<file path="config.mk">
export PLATFORM = sky130hd
export DESIGN_NAME = alu_mc
export DESIGN_NICKNAME = d
export VERILOG_FILES = /design/src/rtl/alu_pkg.sv /design/src/rtl/alu_ctrl_dec.sv /design/src/rtl/alu_mc.sv
export SDC_FILE = /design/constraint.sdc
export NUM_CORES = 1
export LEC_CHECK = 0
export CAP_MARGIN = 10
export CORE_MARGIN = 5
export CORE_UTILIZATION = 45
export CTS_CLUSTER_SIZE = 16
export DETAILED_ROUTE_END_ITERATION = 7
export PLACE_DENSITY = 0.7
export SLEW_MARGIN = 20
export SYNTH_ARGS = -nofsm -noshare
export SYNTH_HDL_FRONTEND = slang
export SYNTH_SLANG_ARGS = --single-unit
</file>
<file path="constraint.sdc">
create_clock -name clk -period 19 [get_ports clk]
set_clock_uncertainty 0.1 [all_clocks]
set_input_delay 3.8 -clock clk [delete_from_list [all_inputs] [get_ports clk]]
set_output_delay 3.8 -clock clk [all_outputs]
set_load 0.03 [all_outputs]
</file>
<file path="src/rtl/alu_pkg.sv">
// ---------------------------------------------------------------------------
// alu_pkg
// Shared definitions for the multi-cycle ALU slice:
//   - internal ALU op codes carried on op_code
//   - main-control ALUOp encodings and the R-type funct values that decode
//   - controller state enum
// ---------------------------------------------------------------------------
package alu_pkg;

  // Internal ALU operations
  localparam logic [5:0] ALU_NOP = 6'b000000;
  localparam logic [5:0] ALU_ADD = 6'b001001;
  localparam logic [5:0] ALU_SUB = 6'b001010;
  localparam logic [5:0] ALU_OR  = 6'b010010;
  localparam logic [5:0] ALU_SRL = 6'b100010;
  localparam logic [5:0] ALU_MUL = 6'b000011;

  // Main-control ALUOp classes
  localparam logic [1:0] ALUOP_ADD   = 2'b00;
  localparam logic [1:0] ALUOP_SUB   = 2'b01;
  localparam logic [1:0] ALUOP_RTYPE = 2'b10;
  localparam logic [1:0] ALUOP_RSVD  = 2'b11;

  // R-type funct values recognised when ALUOp selects R-type
  localparam logic [5:0] FUNCT_ADD = 6'b001011;
  localparam logic [5:0] FUNCT_SUB = 6'b001101;
  localparam logic [5:0] FUNCT_OR  = 6'b100101;
  localparam logic [5:0] FUNCT_SRL = 6'b000010;
  localparam logic [5:0] FUNCT_MUL = 6'b011001;

  // Controller states
  typedef enum logic [1:0] {
    IDLE = 2'b00,
    MUL  = 2'b01,
    DONE = 2'b10
  } state_t;

endpackage

</file>
<file path="src/rtl/alu_ctrl_dec.sv">
// ---------------------------------------------------------------------------
// alu_ctrl_dec
// Purely combinational ALU control decoder. Maps the main-control ALUOp
// class and the instruction funct field onto an internal ALU op.
// Anything that does not map (reserved ALUOp, unknown funct, or multiply
// in a build without the multiplier) becomes ALU_NOP with illegal set.
//
// Ports:
//   ALUOp      in   2  main-control op class
//   funct_ctrl in   6  funct field, only looked at for R-type
//   op         out  6  decoded internal ALU op
//   illegal    out  1  request decodes to no operation
// ---------------------------------------------------------------------------
module alu_ctrl_dec
  import alu_pkg::*;
#(
  parameter int MUL_EN = 1
) (
  input  logic [1:0] ALUOp,
  input  logic [5:0] funct_ctrl,
  output logic [5:0] op,
  output logic       illegal
);

  // Decode table; every path not listed falls through to ALU_NOP.
  always_comb begin
    op = ALU_NOP;
    case (ALUOp)
      ALUOP_ADD: op = ALU_ADD;
      ALUOP_SUB: op = ALU_SUB;
      ALUOP_RTYPE: begin
        case (funct_ctrl)
          FUNCT_ADD: op = ALU_ADD;
          FUNCT_SUB: op = ALU_SUB;
          FUNCT_OR:  op = ALU_OR;
          FUNCT_SRL: op = ALU_SRL;
          FUNCT_MUL: begin
            if (MUL_EN != 0) begin
              op = ALU_MUL;
            end
          end
          default: op = ALU_NOP;
        endcase
      end
      default: op = ALU_NOP;
    endcase
  end

  assign illegal = (op == ALU_NOP);

endmodule

</file>
<file path="src/rtl/alu_mc.sv">
// ---------------------------------------------------------------------------
// alu_mc
// Multi-cycle ALU with a valid/ready request side and a one-cycle result
// pulse. ADD/SUB/OR/SRL and illegal requests complete one cycle after
// accept; MUL runs an unsigned shift-add over DATA_W cycles and completes
// DATA_W+1 cycles after accept. Only one request is in flight at a time.
//
// Ports:
//   clk, rst           clock and synchronous active-high reset
//   in_valid/in_ready  request handshake (ready only while idle)
//   ALUOp, funct_ctrl  control fields fed to alu_ctrl_dec
//   src_a, src_b       DATA_W-bit operands
//   shamt              logical right-shift amount for SRL
//   out_valid          one-cycle completion pulse
//   result, result_hi  low / high result halves (high is 0 except MUL)
//   zero               whole result is zero
//   illegal            completed request decoded to no operation
//   op_code            internal op of the completed request
// ---------------------------------------------------------------------------
module alu_mc
  import alu_pkg::*;
#(
  parameter int DATA_W = 32,
  parameter int MUL_EN = 1
) (
  input  logic                      clk,
  input  logic                      rst,
  input  logic                      in_valid,
  output logic                      in_ready,
  input  logic [1:0]                ALUOp,
  input  logic [5:0]                funct_ctrl,
  input  logic [DATA_W-1:0]         src_a,
  input  logic [DATA_W-1:0]         src_b,
  input  logic [$clog2(DATA_W)-1:0] shamt,
  output logic                      out_valid,
  output logic [DATA_W-1:0]         result,
  output logic [DATA_W-1:0]         result_hi,
  output logic                      zero,
  output logic                      illegal,
  output logic [5:0]                op_code
);

  localparam int CNT_W = $clog2(DATA_W) + 1;
  localparam logic [CNT_W-1:0] LAST_ITER = CNT_W'(DATA_W - 1);

  state_t state_q;
  state_t state_d;

  logic [5:0] dec_op;
  logic       dec_illegal;
  logic       accept;

  logic [DATA_W-1:0]   single_res;

  logic [2*DATA_W-1:0] mul_mcand_q;
  logic [DATA_W-1:0]   mul_mplier_q;
  logic [2*DATA_W-1:0] mul_acc_q;
  logic [2*DATA_W-1:0] mul_acc_next;
  logic [CNT_W-1:0]    mul_cnt_q;
  logic                mul_last;

  logic illegal_q;

  alu_ctrl_dec #(
    .MUL_EN (MUL_EN)
  ) u_dec (
    .ALUOp      (ALUOp),
    .funct_ctrl (funct_ctrl),
    .op         (dec_op),
    .illegal    (dec_illegal)
  );

  assign accept   = in_valid && in_ready;
  assign mul_last = (state_q == MUL) && (mul_cnt_q == LAST_ITER);

  // State register
  always_ff @(posedge clk) begin
    if (rst) begin
      state_q <= IDLE;
    end else begin
      state_q <= state_d;
    end
  end

  // Next state and handshake outputs. Requests arriving while busy are
  // simply not acknowledged; nothing is queued.
  always_comb begin
    state_d   = state_q;
    in_ready  = 1'b0;
    out_valid = 1'b0;
    case (state_q)
      IDLE: begin
        in_ready = 1'b1;
        if (in_valid) begin
          state_d = (dec_op == ALU_MUL) ? MUL : DONE;
        end
      end
      MUL: begin
        if (mul_cnt_q == LAST_ITER) begin
          state_d = DONE;
        end
      end
      DONE: begin
        out_valid = 1'b1;
        state_d   = IDLE;
      end
      default: state_d = IDLE;
    endcase
  end

  // Single-cycle results straight from the live operands; illegal gives 0.
  always_comb begin
    single_res = '0;
    case (dec_op)
      ALU_ADD: single_res = src_a + src_b;
      ALU_SUB: single_res = src_a - src_b;
      ALU_OR:  single_res = src_a | src_b;
      ALU_SRL: single_res = src_a >> shamt;
      default: single_res = '0;
    endcase
  end

  // One shift-add step: add the shifted multiplicand when the current
  // multiplier LSB is set.
  assign mul_acc_next = mul_acc_q + (mul_mplier_q[0] ? mul_mcand_q : '0);

  // Multiplier working registers. Operands are captured at accept so the
  // requester is free to change its inputs during the iteration.
  always_ff @(posedge clk) begin
    if (rst) begin
      mul_mcand_q  <= '0;
      mul_mplier_q <= '0;
      mul_acc_q    <= '0;
      mul_cnt_q    <= '0;
    end else if (accept && (dec_op == ALU_MUL)) begin
      mul_mcand_q  <= {{DATA_W{1'b0}}, src_a};
      mul_mplier_q <= src_b;
      mul_acc_q    <= '0;
      mul_cnt_q    <= '0;
    end else if (state_q == MUL) begin
      mul_mcand_q  <= mul_mcand_q << 1;
      mul_mplier_q <= mul_mplier_q >> 1;
      mul_acc_q    <= mul_acc_next;
      mul_cnt_q    <= mul_cnt_q + CNT_W'(1);
    end
  end

  // Result registers only change on the edge that enters DONE, so they
  // keep showing the previous completion while a multiply is running.
  always_ff @(posedge clk) begin
    if (rst) begin
      result    <= '0;
      result_hi <= '0;
      zero      <= 1'b1;
      illegal_q <= 1'b0;
      op_code   <= ALU_NOP;
    end else if (accept && (dec_op != ALU_MUL)) begin
      result    <= single_res;
      result_hi <= '0;
      zero      <= (single_res == '0);
      illegal_q <= dec_illegal;
      op_code   <= dec_op;
    end else if (mul_last) begin
      result    <= mul_acc_next[DATA_W-1:0];
      result_hi <= mul_acc_next[2*DATA_W-1:DATA_W];
      zero      <= (mul_acc_next == '0);
      illegal_q <= 1'b0;
      op_code   <= ALU_MUL;
    end
  end

  // illegal is only meaningful during the completion pulse, so it is
  // qualified by out_valid rather than left standing between requests.
  assign illegal = illegal_q && out_valid;

endmodule

</file>
# After elaboration in Yosys (flattened, before gate mapping)
# Index checks and enable logic that the tools add are counted.
dict set report word_totals {
  reg_bits 240
  inputBits 80
  wordCells 72
  output_inout_bits 74
}
dict set report op_classes {
  muxes 22
  add_sub_neg 4
  shifts 1
  reduce_logical 15
  n_bitwise 1
  n_eq_ne 18
}
# cell n
set op_table {}
lappend op_table {{two-way mux 32 bit} 6}
lappend op_table {{one-hot mux 32 bit (4 select lines)} 1}
lappend op_table {{adder 64 bit} 1}
lappend op_table {{logical NOT 64 bit} 1}
lappend op_table {{two-way mux 64 bit} 1}
lappend op_table {{adder 32 bit} 1}
lappend op_table {{logical NOT 32 bit} 1}
lappend op_table {{OR 32 bit} 1}
lappend op_table {{>> shifter 32 x 5 -> 32 bit} 1}
lappend op_table {{subtractor 32 bit} 1}
lappend op_table {{one-hot mux 6 bit (5 select lines)} 1}
lappend op_table {{equality test 6 x 4 -> 1 bit, second input constant} 4}
lappend op_table {{equality test 6 x 5 -> 1 bit, second input constant} 3}
lappend op_table {{one-hot mux 6 bit (3 select lines)} 1}
lappend op_table {{equality test 6 x 2 -> 1 bit, second input constant} 2}
lappend op_table {{equality test 6 bit, second input constant} 2}
lappend op_table {{two-way mux 6 bit} 2}
lappend op_table {{adder 6 x 1 -> 6 bit, second input constant} 1}
lappend op_table {{logical NOT 6 bit} 1}
lappend op_table {{two-way mux 1 bit} 6}
lappend op_table {{two-way mux 2 bit} 3}
lappend op_table {{!= test 6 x 2 -> 1 bit, second input constant} 1}
lappend op_table {{logical AND 1 bit} 5}
lappend op_table {{equality test 2 x 1 -> 1 bit, second input constant} 2}
lappend op_table {{other kinds (8)} 12}

# Longest topological paths before layout
# Gate-level depths: netlist (run 1).
dict set report logic_depth {
  ltp_word 7
  depth_mapped 24
  ltp_nobuf 24
}

# Modules after synthesis
# Synthesis (run 1) repeated with hierarchy kept, for this count alone.
dict set report hier_totals {
  cells_unflattened 2512
  hier_area_um2 18635.4
}
# module area_per_inst_um2 instances cells_each seq_area_each_um2
set by_module_without_submodules {}
lappend by_module_without_submodules {alu_mc 18452.7 1 2490 4804.6}
lappend by_module_without_submodules {alu_ctrl_dec 182.7 1 22 0.0}

# Worst setup path before layout (run 1)
# Ideal clock, no wire load.
dict set report synth_path {
  kind {input port to flip-flop}
  from {in funct_ctrl[4]}
  to {reg zero}
  arrival_time_ps 8604
  path_stages 22
  path_buffers 5
  setup_ps 69
  required_time_ps 18831
  setup_slack_ps 10227
  path_cell_list {clkbuf_1 -> o41ai_1 -> clkbuf_1 -> clkbuf_1 -> buf_1 -> and2_1 -> clkbuf_1 -> nor2_1 -> xnor2_1 -> ha_1 -> a211oi_1 -> o21ai_0 -> a211oi_1 -> o41ai_1 -> a21bo_2 -> mux2i_1 -> a2111o_1 -> nor4b_1 -> nand4b_1 -> nor2_1 -> nor2b_1 -> o21ai_1}
}
dict set report synth_via {
  elab_chain_len 7
  elab_cells_between_ends 17
  classes_between {eq/ne (10); mux (4); reduce/logical (3)}
}
# element line
set synth_lines {}
lappend synth_lines {{from (decl)} alu_mc.sv:31} ;# input logic [5:0] funct_ctrl,
lappend synth_lines {{equality test 6 x 5 -> 1 bit, or another cell as far along} alu_ctrl_dec.sv:32} ;# case (funct_ctrl)
lappend synth_lines {{one-hot mux 6 bit (5 select lines) (*)} alu_ctrl_dec.sv:32}
lappend synth_lines {{one-hot mux 6 bit (3 select lines) (*)} alu_ctrl_dec.sv:28} ;# case (ALUOp)
lappend synth_lines {{equality test 6 bit, or another cell as far along} alu_mc.sv:114} ;# case (dec_op)
lappend synth_lines {{one-hot mux 32 bit (4 select lines)} alu_mc.sv:114}
lappend synth_lines {{logical NOT 32 bit} alu_mc.sv:160} ;# zero <= (single_res == '0);
lappend synth_lines {{two-way mux 1 bit} alu_mc.sv:157} ;# end else if (accept && (dec_op != ALU_MUL)) begin
lappend synth_lines {{to (signal assigned)} alu_mc.sv:160}
lappend synth_lines {{to (signal assigned)} alu_mc.sv:166} ;# zero <= (mul_acc_next == '0);
lappend synth_lines {{to (decl)} alu_mc.sv:38} ;# output logic zero,
# Every way passes the cells marked *; elsewhere a longest branch is shown, timed or not.
# A chain may end at the register's enable or synchronous reset.

# Worst setup path after layout (run 1)
dict set report layout_path {
  from {in funct_ctrl[5]}
  to {reg zero}
}
# The elaborated chain is that of the path after synthesis.

==> impl_metrics.yaml, run 1 <==
synth:
  synth_cells: 2464
  synth_cell_type_count: 86
  synthArstFlopShare_pct: 0
  ys_seq_elements: 239
  synth_edf_count: 0
  syn_avg_cell_area_sq_um: 7.35
  syn-cell-area_sq_um: 18100
  netlist.area_leader.share_pct: 26.4
  synth_area_leaders: "dfxtp_1, nand2_1, a21oi_1"
  yosysWarnings: 0
  seq_area_frac_synth_pct: 26.4
  syn_nets: 2643
  yosys.area.top_type: "dfxtp_1"
  synthFlopType: "dfxtp_1"
clocking:
  cts_buffer_depth: 3
  htreeDepth: 1
  clkTransAtPathRegs_ps: 70
  post_cts_resized: 0
  tritoncts: "done"
  numCtsBuffers: 28
  clockRootBuffer: "clkbuf_16"
  cts.sinks: 239
  cts_setup_buffers: 0
  clock_latency_ps: 580
  cts_hold_buffers: 0
timing:
  hold_slack_ps: 352
  rsz0062_at_grt: "false"
  final.min_clock_period_ps: 9310
  tns_ps: 0
  maxSlewViolCount: 0
  fmax_mhz: 107
  setup_viol_count_final: 0
  hold_violations: 0
  worst_slew_pin_slew_ps: 1150
  setup_slack_ps: 9690
  slew_headroom_pct: 23.4
  fin_crit_sh_pct: 49.0
worst_setup_path:
  rrSetupSlack_ps: 12950
  slowest_stage: "nand2_1"
  max_stage_delay_ps: 530
  criticalPathCategory: "in2reg"
  critPathArrivalTime_ps: 9720
  cp_num_buf_inv: 3
  r2r_cells: 17
  path_cells: "clkdlybuf4s50_1 -> nand3b_1 -> o41ai_2 -> buf_4 -> nand2_1 -> mux2i_1 -> fa_1 -> a211oi_1 -> o21ai_0 -> a211oi_1 -> o41ai_1 -> buf_4 -> a21bo_2 -> mux2i_1 -> a2111o_1 -> nor4b_1 -> nand4b_1 -> nor2_1 -> nor2b_1 -> o21ai_1"
  endpoint_kind: "flip-flop"
  start_kind: "primary input"
  r2r-start: "mul_mplier_q[0]"
  cp_max_fo: 29
  reg2reg_to: "zero"
  crit_family: "compound AO/OA/AOI/OAI gates"
  crit_required_ps: 19410
drt:
  drc: 0
  vias: 18900
  avgRoutedWirePerCell_um: 21.3
  wl_um: 65000
  postRouteAntennaNets: 0
  drt_iter0_drc: 1933
  post_drt_via_cell_ratio: 6.20
  first_pass_iters: 6
global_routing:
  antenna_found_initial: 0
  grt_max_degree: 103
  track_usage_pct: 28.0
  grt_pass1_wl_um: 101000
  grt_remaining_overflow: 0
  grt_pass1_vias: 17600
finish:
  finalInstanceArea_sq_um: 20800
  area_growth_pct: 15.1
  register_area_sq_um: 4780
  multi_input_area_sq_um: 12600
  final_nets: 2684
  instances_no_fill: 3052
  layout-drive-gt1-share_pct: 5.58
  diodes: 0
  fillers: 3909
  final_util_pct: 52.5
floorplan:
  io_pins: 154
  die-area_sq_um: 44400
  core_sq_um: 39700
  die_h_um: 211
  initial_core_util_pct: 45.6
  die_x_um: 211
  rows: 73
power_and_ir_drop:
  power.density_nw_per_um2: 66.8
  p_total_mw: 1.39
  p_leak_nw: 7.83
  vdd_ir_drop_max_uv: 77.1
placement:
  dp_slack_ps: 9290
  dp_hpwl_um: 48800
  dpl_cell_area_sq_um: 19800
  port_buffers: 152
  place_inst: 2999
  place_congestion: 1.03
min_path:
  min_path_type: "reg2reg"
  worstHoldEndpoint: "result_hi[24]"
  hold_start: "result_hi[24]"
  hold_path_depth: 2
flow_run:
  maxCapViolCount: 0
status:
  status: "finished clean"
## synth_stat cells (10+ instances only)
| library cell | count |
|---|---|
| xor2_1 | 45 |
| mux4_2 | 23 |
| a22oi_1 | 42 |
| o221ai_1 | 10 |
| a21oi_1 | 296 |
| a21o_1 | 40 |
| o31ai_1 | 11 |
| clkbuf_1 | 142 |
| mux2i_1 | 35 |
| a221oi_1 | 15 |
| nand3_1 | 38 |
| a31oi_1 | 24 |
| xnor2_1 | 67 |
| nand4_1 | 25 |
| a211oi_1 | 45 |
| and3_1 | 21 |
| dfxtp_1 | 239 |
| nor4_1 | 11 |
| o21bai_1 | 14 |
| inv_1 | 33 |
| nor2b_1 | 17 |
| mux2_2 | 15 |
| nand2b_1 | 16 |
| and2_1 | 81 |
| or3_1 | 20 |
| a311oi_1 | 38 |
| nand2_1 | 463 |
| buf_1 | 12 |
| o22ai_1 | 10 |
| nor2_1 | 244 |
| nor3_1 | 20 |
| ha_1 | 97 |
| o211ai_1 | 15 |
| o21ai_0 | 87 |
| o21a_1 | 10 |
## cells by family after synthesis
family	Yosys count	synth area share [%]
multiplexers	73	5.73
other	1	0.0207
AND/OR/NAND/NOR	1003	25.0
flip-flops	239	26.4
adder cells (fa/ha/maj)	99	6.92
buffers and inverters	198	4.23
AO/OA/AOI/OAI	739	26.2
XOR/XNOR	112	5.42
## power by group
group	total (mW)	internal [mW]	switching [mW]	leakage, nW
Combinational	0.302	0.117	0.185	5.43
Clock	0.574	0.343	0.231	0.470
Sequential	0.517	0.509	0.00840	1.93
## area by class of cell
class,instances,share of cell area [%]
Multi-Input combinational cell,2027,60.5
Tap cell,525,3.15
Inverter,36,0.648
Clock inverter,13,0.948
Timing Repair Buffer,173,8.05
Sequential cell,239,23.0
Clock buffer,39,3.75
## worst reg2reg max path: stages (launching register included)
cell,delay (ps)
dfxtp_1,310
buf_4,480
and2_1,260
ha_1,190
inv_1,70
fa_1,400
nand2b_1,200
a21oi_1,280
o31ai_4,130
a211oi_1,440
nor4_2,140
o41ai_1,600
xor2_1,230
or4b_1,630
a211oi_1,480
or4b_1,490
or4_1,470
o21ai_1,110
## placed cells by master (no fill, tap or decap), types with 11 or more instances in the layout
cell | netlist | final
nand2_1 | 463 | 462
a21oi_1 | 296 | 296
nor2_1 | 244 | 241
dfxtp_1 | 239 | 239
clkdlybuf4s50_1 | 0 | 149
ha_1 | 97 | 97
o21ai_0 | 87 | 87
and2_1 | 81 | 81
xnor2_1 | 67 | 67
xor2_1 | 45 | 45
a211oi_1 | 45 | 45
a22oi_1 | 42 | 42
a21o_1 | 40 | 40
nand3_1 | 38 | 38
a311oi_1 | 38 | 38
mux2i_1 | 35 | 35
inv_1 | 33 | 33
clkbuf_16 | 0 | 28
nand4_1 | 25 | 25
a31oi_1 | 24 | 24
mux4_2 | 23 | 23
and3_1 | 21 | 21
buf_4 | 5 | 21
or3_1 | 20 | 20
nor3_1 | 20 | 19
nor2b_1 | 17 | 15
o211ai_1 | 15 | 15
a221oi_1 | 15 | 15
mux2_2 | 15 | 15
nand2b_1 | 16 | 14
o21bai_1 | 14 | 14
o31ai_1 | 11 | 11
nor4_1 | 11 | 11
## state kept, by name, indices dropped and copies added, names as in the netlist
register / flops
mul_acc_q: 64
result_hi: 32
mul_mcand_q: 64
mul_cnt_q: 6
mul_mplier_q: 32
zero: 1
op_code: 5
illegal_q: 1
state_q: 2
result: 32
## how the worst max path moves through the flow
stage	slack, ps	from	cells past startpoint	end
5_1_grt	9340	funct_ctrl[5]	20	zero
6_report	9690	funct_ctrl[5]	20	zero
4_1_cts	9840	funct_ctrl[5]	20	zero
2_1_floorplan	10230	funct_ctrl[4]	22	zero
3_5_place_dp	9290	funct_ctrl[5]	20	zero
3_3_place_gp	9410	funct_ctrl[5]	20	zero
## routing by layer
| layer | GRT usage (%) | part of all wire (%) | wire length (um) | up-vias |
|---|---|---|---|---|
| li1 | - | - | - | 8958 |
| met1 | 40.8 | 45 | 29200 | 8976 |
| met2 | 43.3 | 43 | 28200 | 862 |
| met3 | 4.60 | 9.0 | 5830 | 123 |
| met4 | 7.31 | 2.7 | 1740 | 0 |
| met5 | 0 | 0 | 0 | - |
No activity file was read; power rests on OpenSTA's default activity.
==> inputs of run 2 (changes only) <==
Settings changed: PLACE_DENSITY 0.7 to 0.72.
Clock period 19 ns to 8.5 ns, I/O delays scaled along.
==> run 2 against run 1 <==
  * Flip-flop and latch count stayed put
  * Clock power is 95% higher
  * Largest power group is now registers
  * Core utilization is 0.42 points lower
  * Critical path type unchanged
==> impl_metrics.yaml, run 2 (synthesis gave the netlist of run 1 again) <==
timing:
  setup_viol_count_final: 0
  fin_crit_sh_pct: 81.4
  tns_ps: 0
  final.min_clock_period_ps: 6920
  hold_violations: 0
  maxSlewViolCount: 0
  worst_slew_pin_slew_ps: 1170
  slew_headroom_pct: 22.0
  rsz0062_at_grt: "false"
  fmax_mhz: 145
worst_setup_path:
  crit_required_ps: 8900
  start_kind: "primary input"
  max_stage_delay_ps: 580
  criticalPathCategory: "in2reg"
  critPathArrivalTime_ps: 7320
  r2r_cells: 17
  slowest_stage: "or4_1"
  cp_max_fo: 5
  endpoint_kind: "flip-flop"
  path_cells: "clkdlybuf4s50_1 -> or4_1 -> or3_1 -> or3_1 -> or3_1 -> nor2_1 -> nand3_1 -> or2_0 -> o21ai_0 -> xor2_1 -> ha_1 -> inv_1 -> nor2_1 -> and3_1 -> o211ai_1 -> mux2i_1 -> nand2_1 -> nor4b_1 -> nand4b_1 -> nor2_1 -> nor2b_1 -> o21ai_1"
global_routing:
  grt_remaining_overflow: 0
  grt_pass1_wl_um: 101000
  track_usage_pct: 28.3
  grt_max_degree: 87
  grt_pass1_vias: 17800
  grt_use_met2_pct: 42.8
  busiest_layer: "met2"
  met3_usage_pct: 6.58
  grt_use_met1_pct: 39.7
  antenna_found_initial: 1
finish:
  register_area_sq_um: 4780
  layout-drive-gt1-share_pct: 5.31
  final_common_cell: "nand2_1"
  fillers: 3833
  reg_top3: "mul_acc_q (64), mul_mcand_q (64)"
  final_nets: 2685
  final_cell_mix: "nand2_1, a21oi_1, nor2_1, dfxtp_1, clkdlybuf4s50_1"
  finalInstanceArea_sq_um: 20700
  multi_input_area_sq_um: 12600
  area_growth_pct: 14.2
  diodes: 0
clocking:
  clock_latency_ps: 560
  cts_hold_buffers: 0
  numCtsBuffers: 27
  cts_setup_buffers: 0
  clockRootBuffer: "clkbuf_16"
  post_cts_resized: 0
  clkTransAtPathRegs_ps: 60
  htreeDepth: 1
  cts_buffer_depth: 3
  tritoncts: "done"
  cts.sinks: 239
power_and_ir_drop:
  vdd_ir_drop_max_uv: 140
  p_leak_nw: 7.74
  power.density_nw_per_um2: 143
drt:
  drt_iter0_drc: 1892
  postRouteAntennaNets: 0
  drc: 0
  wl_um: 65500
  vias: 18800
  avgRoutedWirePerCell_um: 21.5
  post_drt_via_cell_ratio: 6.18
  first_pass_iters: 6
floorplan:
  die_x_um: 211
  rows: 73
  io_pins: 154
  initial_core_util_pct: 45.6
  core_sq_um: 39700
  die-area_sq_um: 44400
  die_h_um: 211
placement:
  place_congestion: 0.976
  dpl_cell_area_sq_um: 19900
  dp_hpwl_um: 49200
  port_buffers: 152
min_path:
  hold_path_depth: 2
  min_path_type: "reg2reg"
status:
  status: "finished clean"
flow_run:
  maxCapViolCount: 0
==> run 2: cell types whose count changed in the layout (fill, tap and decap cells not counted), moves of 2 or more <==
cell and change:
clkinv_2 -3, bufinv_16 -3, buf_4 +3, clkbuf_8 -2
==> run 2: metrics by stage <==
stage	setup slack [ps]	util (%)	std cells	total power [mW]	hold slack, ps
final	1580	52.1	3047	2.95	351
after global routing	1190	52.1	3047	3.07	371
after CTS	1570	52.1	3047	2.96	355
after detailed placement	997	50.0	3002	1.84	347
after global placement	1030	50.0	3002	1.84	342
after floorplan	1830	-	2464	1.59	336
==> run 2: critical path, delay by kind of cell <==
family / cells / cell delay, ps
buf+inv: 2 / 570
xor+xnor: 1 / 90
compound gates: 3 / 440
simple gates: 14 / 3910
mux: 1 / 230
fa+ha+maj: 1 / 360
==> run 2: routing by layer <==
layer	routed length [um]	vias up
met3	5900	160
met2	27900	814
li1	-	8958
met5	94	-
met1	29100	8896
met4	2490	4
==> run 2: final timing paths <==
| path | from | end | slack (ps) |
|---|---|---|---|
| max | src_b[9] | zero | 1580 |
| min | result_hi[30] | result_hi[30] | 350 |
| max reg2reg | mul_mplier_q[0] | zero | 2550 |
| min reg2reg | result_hi[30] | result_hi[30] | 350 |
==> run 2: power breakdown <==
part	switching, mW	leakage (nW)	total (mW)	internal (mW)
clock network	0.487	0.384	1.12	0.630
logic	0.417	5.43	0.679	0.262
registers	0.0190	1.93	1.16	1.14
==> run 2: area by class of cell <==
class | instances | area share, %
clock buffers | 37 | 3.55
clock inverters | 8 | 0.381
inverters | 36 | 0.653
multi-input cells | 2027 | 61.0
flip-flops and latches | 239 | 23.1
well taps | 525 | 3.18
repair buffers | 175 | 8.13
